==> src/rtl/pipeline_hazard_ctrl.sv <==
// pipeline_hazard_ctrl: hold/flush sequencer for the 5-stage pipeline.
// Resolves load-use stalls, taken-branch squashes, data-memory waits and
// SYSCALL halt/resume, and keeps saturating performance counters.

// Saturating up-counter; one instance per performance counter.
module pipeline_hazard_ctrl_sat_cnt #(
  parameter int W = 32
) (
  input  logic         clk,
  input  logic         rst,
  input  logic         inc,
  output logic [W-1:0] cnt
);

  // Clear on reset, otherwise count up and stick at all-ones.
  always_ff @(posedge clk) begin
    if (rst)                  cnt <= '0;
    else if (inc && ~&cnt)    cnt <= cnt + W'(1);
  end

endmodule

module pipeline_hazard_ctrl #(
  parameter int CNT_W = 32
) (
  input  logic             clk,
  input  logic             rst,
  input  logic             go,
  input  logic [4:0]       id_rs_num,
  input  logic [4:0]       id_rt_num,
  input  logic             id_rs_used,
  input  logic             id_rt_used,
  input  logic             ex_memtoreg,
  input  logic             ex_regwrite,
  input  logic [4:0]       ex_w_num,
  input  logic             ex_branch_taken,
  input  logic             mem_wait,
  input  logic             wb_halt,
  output logic             pc_hold,
  output logic             if_id_hold,
  output logic             id_ex_hold,
  output logic             ex_mem_hold,
  output logic             mem_wb_hold,
  output logic             if_id_flush,
  output logic             id_ex_flush,
  output logic             ex_mem_flush,
  output logic             mem_wb_flush,
  output logic             halted,
  output logic [CNT_W-1:0] cycle_cnt,
  output logic [CNT_W-1:0] stall_cnt,
  output logic [CNT_W-1:0] flush_cnt
);

  typedef enum logic {RUN = 1'b0, HALT = 1'b1} state_t;

  typedef struct packed {
    logic pc;
    logic if_id;
    logic id_ex;
    logic ex_mem;
    logic mem_wb;
  } hold_t;

  typedef struct packed {
    logic if_id;
    logic id_ex;
    logic ex_mem;
    logic mem_wb;
  } flush_t;

  localparam int NCNT = 3;
  localparam int CYC  = 0;
  localparam int STL  = 1;
  localparam int FLS  = 2;

  state_t                      state_q, state_d;
  hold_t                       hold;
  flush_t                      flush;
  logic                        lu;
  logic                        stall_inc, flush_inc;
  logic [NCNT-1:0]             cnt_inc;
  logic [NCNT-1:0][CNT_W-1:0]  cnt_q;

  // Load in EX whose destination is a live source of the ID instruction.
  assign lu = ex_memtoreg && ex_regwrite && (ex_w_num != 5'd0) &&
              ((id_rs_used && (id_rs_num == ex_w_num)) ||
               (id_rt_used && (id_rt_num == ex_w_num)));

  // Run/halt state register; reset always lands in RUN.
  always_ff @(posedge clk) begin
    if (rst) state_q <= RUN;
    else     state_q <= state_d;
  end

  // Next state and same-cycle hold/flush controls, highest priority first.
  always_comb begin
    state_d   = state_q;
    hold      = '0;
    flush     = '0;
    stall_inc = 1'b0;
    flush_inc = 1'b0;
    if (rst) begin
      flush = '1;
    end else if (state_q == HALT) begin
      hold = '1;
      if (go) state_d = RUN;
    end else if (wb_halt) begin
      // Freeze the front of the pipe; the SYSCALL itself leaves WB as a bubble.
      hold         = '{pc: 1'b1, if_id: 1'b1, id_ex: 1'b1, ex_mem: 1'b1, mem_wb: 1'b0};
      flush.mem_wb = 1'b1;
      state_d      = HALT;
    end else if (mem_wait) begin
      hold         = '{pc: 1'b1, if_id: 1'b1, id_ex: 1'b1, ex_mem: 1'b1, mem_wb: 1'b0};
      flush.mem_wb = 1'b1;
      stall_inc    = 1'b1;
    end else if (ex_branch_taken) begin
      // Squash the two wrong-path instructions; the hazard they carry dies with them.
      flush.if_id = 1'b1;
      flush.id_ex = 1'b1;
      flush_inc   = 1'b1;
    end else if (lu) begin
      // One bubble: by next cycle the load sits in MEM and forwarding covers it.
      hold.pc     = 1'b1;
      hold.if_id  = 1'b1;
      flush.id_ex = 1'b1;
      stall_inc   = 1'b1;
    end
  end

  assign cnt_inc[CYC] = !rst && (state_q == RUN);
  assign cnt_inc[STL] = stall_inc;
  assign cnt_inc[FLS] = flush_inc;

  genvar g;
  generate
    for (g = 0; g < NCNT; g++) begin : g_cnt
      pipeline_hazard_ctrl_sat_cnt #(.W(CNT_W)) u_cnt (
        .clk (clk),
        .rst (rst),
        .inc (cnt_inc[g]),
        .cnt (cnt_q[g])
      );
    end
  endgenerate

  assign pc_hold      = hold.pc;
  assign if_id_hold   = hold.if_id;
  assign id_ex_hold   = hold.id_ex;
  assign ex_mem_hold  = hold.ex_mem;
  assign mem_wb_hold  = hold.mem_wb;
  assign if_id_flush  = flush.if_id;
  assign id_ex_flush  = flush.id_ex;
  assign ex_mem_flush = flush.ex_mem;
  assign mem_wb_flush = flush.mem_wb;
  assign halted       = (state_q == HALT);
  assign cycle_cnt    = cnt_q[CYC];
  assign stall_cnt    = cnt_q[STL];
  assign flush_cnt    = cnt_q[FLS];

endmodule

==> config.mk <==
export PLATFORM = sky130hd
export DESIGN_NAME = pipeline_hazard_ctrl
export DESIGN_NICKNAME = d
export VERILOG_FILES = /design/src/rtl/pipeline_hazard_ctrl.sv
export SDC_FILE = /design/constraint.sdc
export NUM_CORES = 1
export LEC_CHECK = 0
export CORE_ASPECT_RATIO = 0.8
export CORE_UTILIZATION = 40
export CTS_BUF_LIST = sky130_fd_sc_hd__clkbuf_4 sky130_fd_sc_hd__clkbuf_8 sky130_fd_sc_hd__clkbuf_16
export CTS_CLUSTER_SIZE = 28
export DETAILED_ROUTE_END_ITERATION = 16
export GPL_ROUTABILITY_DRIVEN = 0
export PLACE_DENSITY = 0.76
export SLEW_MARGIN = 10
export SYNTH_ARGS = -nofsm -noshare
export SYNTH_HDL_FRONTEND = slang
export SYNTH_SLANG_ARGS = --single-unit
export TNS_END_PERCENT = 20
==> constraint.sdc <==
create_clock -name clk -period 2.1 [get_ports clk]
set_clock_uncertainty 0.1 [all_clocks]
set_input_delay 0.315 -clock clk [delete_from_list [all_inputs] [get_ports clk]]
set_output_delay 0.315 -clock clk [all_outputs]
set_load 0.005 [all_outputs]
==> run_results.csv, run 1 <==
group,metric,value,unit
cells_and_area,fill_cells,1000,
sta,setup-violations-final,21,
outcome,outcome,"complete, but fails checks",
synth,synth_simple_gate_area_share,35.5,%
clock_network,postCtsHoldBufs,0,
clock_network,clock-sinks,97,
sta,fin_crit,2230,ps
synth,synth_nets,633,
critical_path,endpoint_kind,"flop",
cells_and_area,design_area,8120,um2
clock_network,cts_buffer_depth,2,
clock_network,cts.root.buffer_cell,"clkbuf_16",
synth,ys_warn_count,0,
synth,async_flop_share,0,%
synth,synth_top_family_by_area,"simple AND/OR/NAND/NOR gates",
synth,synth_seq_area_share,37.9,%
die,rows,36,
sta,hold_viol,0,
global_routing,grt_pass1_wl,25700,um
critical_path,crit_path_start,"ex_w_num[4]",
synth,synth_compound_area_share,9.08,%
critical_path,cp.arrival,2360,ps
synth,yosysTopAreaCellShare,37.9,%
synth,syn_area_per_cell,8.48,um2
clock_network,clk_latency,350,ps
clock_network,cts_inserted_buffers,9,
critical_path,reg2reg_from,"halted",
power_and_ir_drop,p_leak,3.12,nW
clock_network,cts-htree-levels,3,
sta,rsz0062_at_grt,"true",
die,dieArea,13300,um2
placement,dpl.hpwl,11200,um
die,coreArea,12300,um2
sta,finalCritPeriodShare,106,%
critical_path,crit_end,"g_cnt[1].u_cnt.cnt[1]",
die,initial_utilization,41.6,%
synth,synthFlopType,"dfxtp_1",
synth,synth_top_area_cell,"dfxtp_1",
drt,postRouteAntennaNets,0,
global_routing,grt_usage,24.3,%
cells_and_area,diodes,0,
clock_network,cts_tree,"built",
placement,placed_area,7350,um2
die,die_h,103,um
synth,synth-xor-area-share,10.8,%
drt,dr.pass1.iters,4,
die,die_w,129,um
die,io-pin-count,131,
power_and_ir_drop,max-vdd-ir-drop,0.446,mV
clock_network,cts.clk_slew.worst_paths,60,ps
cells_and_area,syn2layout_area_growth,58.4,%
synth,synth.distinct_cells,53,
global_routing,grt_max_degree,67,
synth,muxShareOfSynthArea,2.39,%
sta,fin_tns_setup,-954,ps
sta,finalWorstSetupSlack,-127,ps
drt,vias,5520,
placement,portBuffers,130,
sta,slew_viol_final,0,
worst_hold_path,hold_path_class,"in2reg",
outcome,violations,"negative setup slack",
flow_run,cap_viol_max_count,0,
critical_path,cp_max_fo,20,
cells_and_area,finalNetCount,872,
synth,syn_area,5130,um2
drt,drt_iter0_drc,287,
drt,drc,0,
global_routing,grt_pass1_vias,5264,
drt,post_drt_via_cell_ratio,5.42,
global_routing,antenna_found_initial,0,
synth,synth_seq_cells,97,
synth,yosys.area_share.adder,0.732,%
synth,synth_edf_count,0,
critical_path,crit_path_start_kind,"input pin",
synth,synth_area_leaders,"dfxtp_1 38%, xor2_1 6.1%, nor2_1 5.8%",
critical_path,critPathRequiredTime,2230,ps
sta,tightest_slew,733,ps
sta,slew_headroom,51.1,%
critical_path,path_class,"in2reg",
sta,max_freq,449,MHz
critical_path,r2r_end,"g_cnt[2].u_cnt.cnt[24]",
global_routing,overflow,0,
synth,syn_inst,605,
cells_and_area,drive_gt1_share,25.1,%
critical_path,r2r_cells,6,
drt,post_drt_wl_per_cell,15.9,um
drt,routed_wl,16200,um
power_and_ir_drop,cellPowerDensity,468,nW/um2
critical_path,r2r_slack,-50,ps
==> routing by layer <==
metal	global-route usage, %	vias up	wire (um)
met4	5.97	0	182
met2	42.2	189	7980
met3	4.78	18	880
li1	-	2672	-
met5	0	-	0
met1	31.3	2641	7130
==> worst max-delay path: stages <==
cell,delay (ps)
buf_8,100
or4_4,540
nor2_4,150
buf_6,110
nor4b_4,40
a22oi_2,330
bufbuf_16,380
nor2_1,80
mux2_1,320
==> stage by stage <==
stage | utilization [%] | worst slack, ps | instances | total power, W | hold WS, ps
floorplan | - | 2.85 | 605 | 0.00202 | 315
global route | 65.8 | -176 | 1018 | 0.00392 | 345
global placement | 59.6 | -640 | 990 | 0.00218 | 387
detailed placement | 59.6 | -655 | 990 | 0.00219 | 399
CTS | 64.2 | -88.1 | 1011 | 0.00382 | 325
finish | 65.8 | -127 | 1018 | 0.00380 | 337
==> final cells by class <==
type | instances | area, um2 | area share, %
multi-input cells | 473 | 3280 | 40.4
repair buffers | 256 | 2360 | 29.1
flip-flops and latches | 97 | 1950 | 24.0
clock buffers | 9 | 225 | 2.77
well taps | 171 | 214 | 2.63
clock inverters | 5 | 58.8 | 0.724
inverters | 7 | 26.3 | 0.324
==> repair_timing <==
item                                    CTS  global route
endpoints found under the hold margin     0             0
gates cloned                              3             1
endpoints found under the setup margin   54            70
gates resized for setup                  81            41
pin swaps                                22            20
setup buffers                             4             6
==> layout by cell type, fill, tap and decap left out, types with 7 or more instances in the layout <==
cell	instances
inv_1	7
or4_1	11
and4_1	7
nand2_1	36
o21ai_0	11
nand3_1	43
dlygate4sd2_1	16
nand4_1	31
nor3_1	9
o31ai_1	10
xor2_1	36
buf_6	9
clkdlybuf4s50_1	105
nor4_4	9
nor2_1	77
clkbuf_16	10
and2_1	8
dfxtp_1	92
buf_4	112
nor2b_1	11
a21oi_1	23
xnor2_1	27
or3_1	15
and3_1	20
==> power breakdown <==
group	internal [W]	leakage (nW)	switching (W)
sequential	0.00185	0.784	0.0000109
clock	0.000910	0.133	0.000709
combinational	0.000167	2.20	0.000153
total	0.00293	3.12	0.000873
==> synth_stat cells, drive strengths merged, types with 3 or more instances <==
library cell and instances:
dfxtp 97, nor2 80, nand3 43, nand2 40, xor2 36, nand4 35
a21oi 29, xnor2 27, and3 23, buf 18, nor4 16, or3 16
or4 16, o21ai 15, nor3 14, nor2b 11, o31ai 11, and4 10
clkbuf 10, mux2 10, and2 8, inv 7, nor4b 4, ha 3
o21a 3, o311ai 3, o31a 3
==> worst min-delay path by stage <==
stage | from | end | slack (ps) | cells after the start
2_1_floorplan | go | halted | 320 | 1
3_3_place_gp | g_cnt[1].u_cnt.cnt[31] | g_cnt[1].u_cnt.cnt[31] | 390 | 2
3_5_place_dp | g_cnt[1].u_cnt.cnt[31] | g_cnt[1].u_cnt.cnt[31] | 400 | 2
4_1_cts | rst | g_cnt[2].u_cnt.cnt[18] | 320 | 3
5_1_grt | rst | g_cnt[0].u_cnt.cnt[29] | 350 | 3
6_report | rst | g_cnt[0].u_cnt.cnt[20] | 340 | 3
==> state kept, by name, indices dropped and copies added (netlist names) <==
signal	count
g_cnt.u_cnt.cnt	96
halted	1
==> logic make-up after synthesis <==
logic type | after synthesis
buffers and inverters | 35
adder cells (fa/ha/maj) | 3
AO/OA/AOI/OAI | 74
multiplexers | 11
AND/OR/NAND/NOR | 322
XOR/XNOR | 63
flip-flops | 97
(Power assumes the default switching activity.)
==> inputs of run 2 (changes only) <==
--- a/config.mk
+++ b/config.mk
@@ -5,13 +5,15 @@
 export SDC_FILE = /design/constraint.sdc
 export NUM_CORES = 1
 export LEC_CHECK = 0
+export CELL_PAD_IN_SITES_DETAIL_PLACEMENT = 0
+export CELL_PAD_IN_SITES_GLOBAL_PLACEMENT = 1
 export CORE_ASPECT_RATIO = 0.8
-export CORE_UTILIZATION = 40
+export CORE_UTILIZATION = 33
 export CTS_BUF_LIST = sky130_fd_sc_hd__clkbuf_4 sky130_fd_sc_hd__clkbuf_8 sky130_fd_sc_hd__clkbuf_16
 export CTS_CLUSTER_SIZE = 28
 export DETAILED_ROUTE_END_ITERATION = 16
 export GPL_ROUTABILITY_DRIVEN = 0
-export PLACE_DENSITY = 0.76
+export PLACE_DENSITY = 0.83
 export SLEW_MARGIN = 10
 export SYNTH_ARGS = -nofsm -noshare
 export SYNTH_HDL_FRONTEND = slang
==> run 2 against run 1 <==
Against the previous run: the run still ends with negative setup slack left; critical endpoint is now g_cnt[1].u_cnt.cnt[17]; global-route usage down 4.4 points; final cell count grew 4.1%; first-iteration DRC count decreased by 25%; count of clock-buffer cells in the layout up 1; via count shrank 2.2%; core utilization is 13 points lower; maximum frequency rose by 2.1%; critical path depth did not move.
==> run_results.csv, run 2 (synthesized netlist as in run 1, its figures left out) <==
group,metric,value,unit
outcome,outcome,"complete, but fails checks",
outcome,violations,"negative setup slack",
die,rows,40,
critical_path,critPathBufInv,3,
sta,slew_headroom,64.7,%
cells_and_area,regMostFlops,"g_cnt.u_cnt.cnt",
global_routing,overflow,0,
cells_and_area,layout_common_cells,"121 x buf_4, 105 x clkdlybuf4s50_1, 93 x dfxtp_1, 77 x nor2_1, 42 x nand3_1",
sta,rsz0062_at_grt,"true",
power_and_ir_drop,intPower,0.00281,W
die,coreArea,15100,um2
power_and_ir_drop,cellPowerDensity,466,nW/um2
global_routing,grt_pass1_wl,25600,um
sta,fin_crit,2180,ps
critical_path,crit_chain,"dlygate4sd2_1 -> or4_4 -> nor2_4 -> buf_6 -> nor4b_4 -> a22oi_2 -> buf_12 -> nor4_1 -> mux2_1",
drt,routed_wl,15800,um
die,initial_utilization,33.9,%
clock_network,clock-sinks,97,
power_and_ir_drop,max-vdd-ir-drop,0.367,mV
die,dieArea,16000,um2
power_and_ir_drop,clockPowerShare,42.1,%
critical_path,cp_max_fo,38,
global_routing,grt_max_degree,50,
critical_path,cp.arrival,2320,ps
drt,post_drt_wl_per_cell,14.9,um
drt,drt_iter0_drc,214,
sta,hold_ws,342,ps
drt,vias,5399,
drt,post_drt_via_cell_ratio,5.09,
clock_network,cts_inserted_buffers,9,
placement,dpl.hpwl,11600,um
power_and_ir_drop,p_leak,3.07,nW
power_and_ir_drop,net-switching-power,0.000905,W
die,die_h,114,um
power_and_ir_drop,p_comb_share,7.8,%
power_and_ir_drop,p_seq_share,50.1,%
sta,slew_viol_final,0,
cells_and_area,syn2layout_area_growth,55.6,%
cells_and_area,diodes,0,
critical_path,cp_top_family,"simple AND/OR/NAND/NOR gates",
critical_path,critPathRequiredTime,2240,ps
drt,postRouteAntennaNets,0,
clock_network,postCtsHoldBufs,0,
cells_and_area,largest_register_ffs,96,
cells_and_area,final_common_cell,"buf_4",
clock_network,cts_tree,"built",
critical_path,crit_slowest_cell,"or4_4",
cells_and_area,finalNetCount,873,
clock_network,cts.root.buffer_cell,"clkbuf_16",
die,io-pin-count,131,
global_routing,grt_pass1_vias,5320,
global_routing,antenna_found_initial,0,
critical_path,crit_path_start_kind,"input pin",
power_and_ir_drop,p_sw_share,24.3,%
critical_path,cp_slowest_stage_delay,540,ps
sta,finalCritPeriodShare,104,%
clock_network,cts.clk_slew.worst_paths,70,ps
critical_path,endpoint_kind,"flop",
sta,hold_viol,0,
cells_and_area,drive_gt1_share,23.6,%
cells_and_area,final_core_util,52.8,%
sta,max_freq,458,MHz
worst_hold_path,hold_path_class,"in2reg",
placement,portBuffers,130,
sta,tightest_slew,528,ps
drt,dr.pass1.iters,4,
sta,setup-violations-final,21,
flow_run,cap_viol_max_count,0,
placement,post-place-ws,-724,ps
clock_network,cts-htree-levels,3,
sta,finalWorstSetupSlack,-81.1,ps
critical_path,path_class,"in2reg",
cells_and_area,fill_cells,1417,
die,die_w,141,um
drt,drc,0,
global_routing,grt_usage,20.0,%
clock_network,cts_buffer_depth,2,
clock_network,clk_latency,360,ps
## run 2: cell type report
class	count	area, um2	area share, %
Multi-Input combinational cell	473	3210	40.3
Sequential cell	97	1950	24.4
Tap cell	210	263	3.29
Inverter	7	26.3	0.329
Clock inverter	6	42.5	0.533
Timing Repair Buffer	257	2260	28.3
Clock buffer	10	233	2.92
## run 2: repair_timing
action / CTS / global route
gates resized for setup: 54 / 35
pin swaps: 16 / 11
endpoints found under the setup margin: 45 / 71
cloned: 0 / 0
buffers inserted: 3 / 3
## run 2: final timing paths
kind / to / from / cells past startpoint / slack, ps
setup reg to reg: g_cnt[1].u_cnt.cnt[23] / halted / 6 / 20
setup / recovery: g_cnt[1].u_cnt.cnt[17] / ex_w_num[1] / 9 / -80
hold / removal: g_cnt[1].u_cnt.cnt[26] / rst / 3 / 340
hold reg to reg: g_cnt[1].u_cnt.cnt[0] / g_cnt[1].u_cnt.cnt[0] / 2 / 420
## run 2: through the flow
stage | total power (W) | setup TNS (ps) | cells | area (um2)
floorplan | 0.00202 | 0 | 605 | 5130
global placement | 0.00218 | -25490 | 1038 | 7460
detailed placement | 0.00219 | -27100 | 1038 | 7460
CTS | 0.00377 | -134 | 1057 | 7820
global route | 0.00386 | -2060 | 1060 | 7980
finish | 0.00372 | -951 | 1060 | 7980
## run 2: metal layers
layer	GRT usage (%)	part of all wire (%)
met1	26.3	47
met2	32.6	47
met3	4.37	4.4
met4	6.31	1.5
met5	0	0
## run 2: power groups by stage
stage	clock (W)	sequential (W)	combinational (W)
finish	0.00157	0.00186	0.000289
detailed placement	0	0.00190	0.000281
floorplan	0	0.00190	0.000115
CTS	0.00162	0.00186	0.000284
global placement	0	0.00190	0.000275
global route	0.00169	0.00186	0.000310
## run 2: worst reg2reg max path, delay by kind of cell, from the launching register on
kind            cells  cell delay, ps
buf+inv             1             190
flops               1             370
compound gates      1             120
mux                 1             360
simple gates        3             830
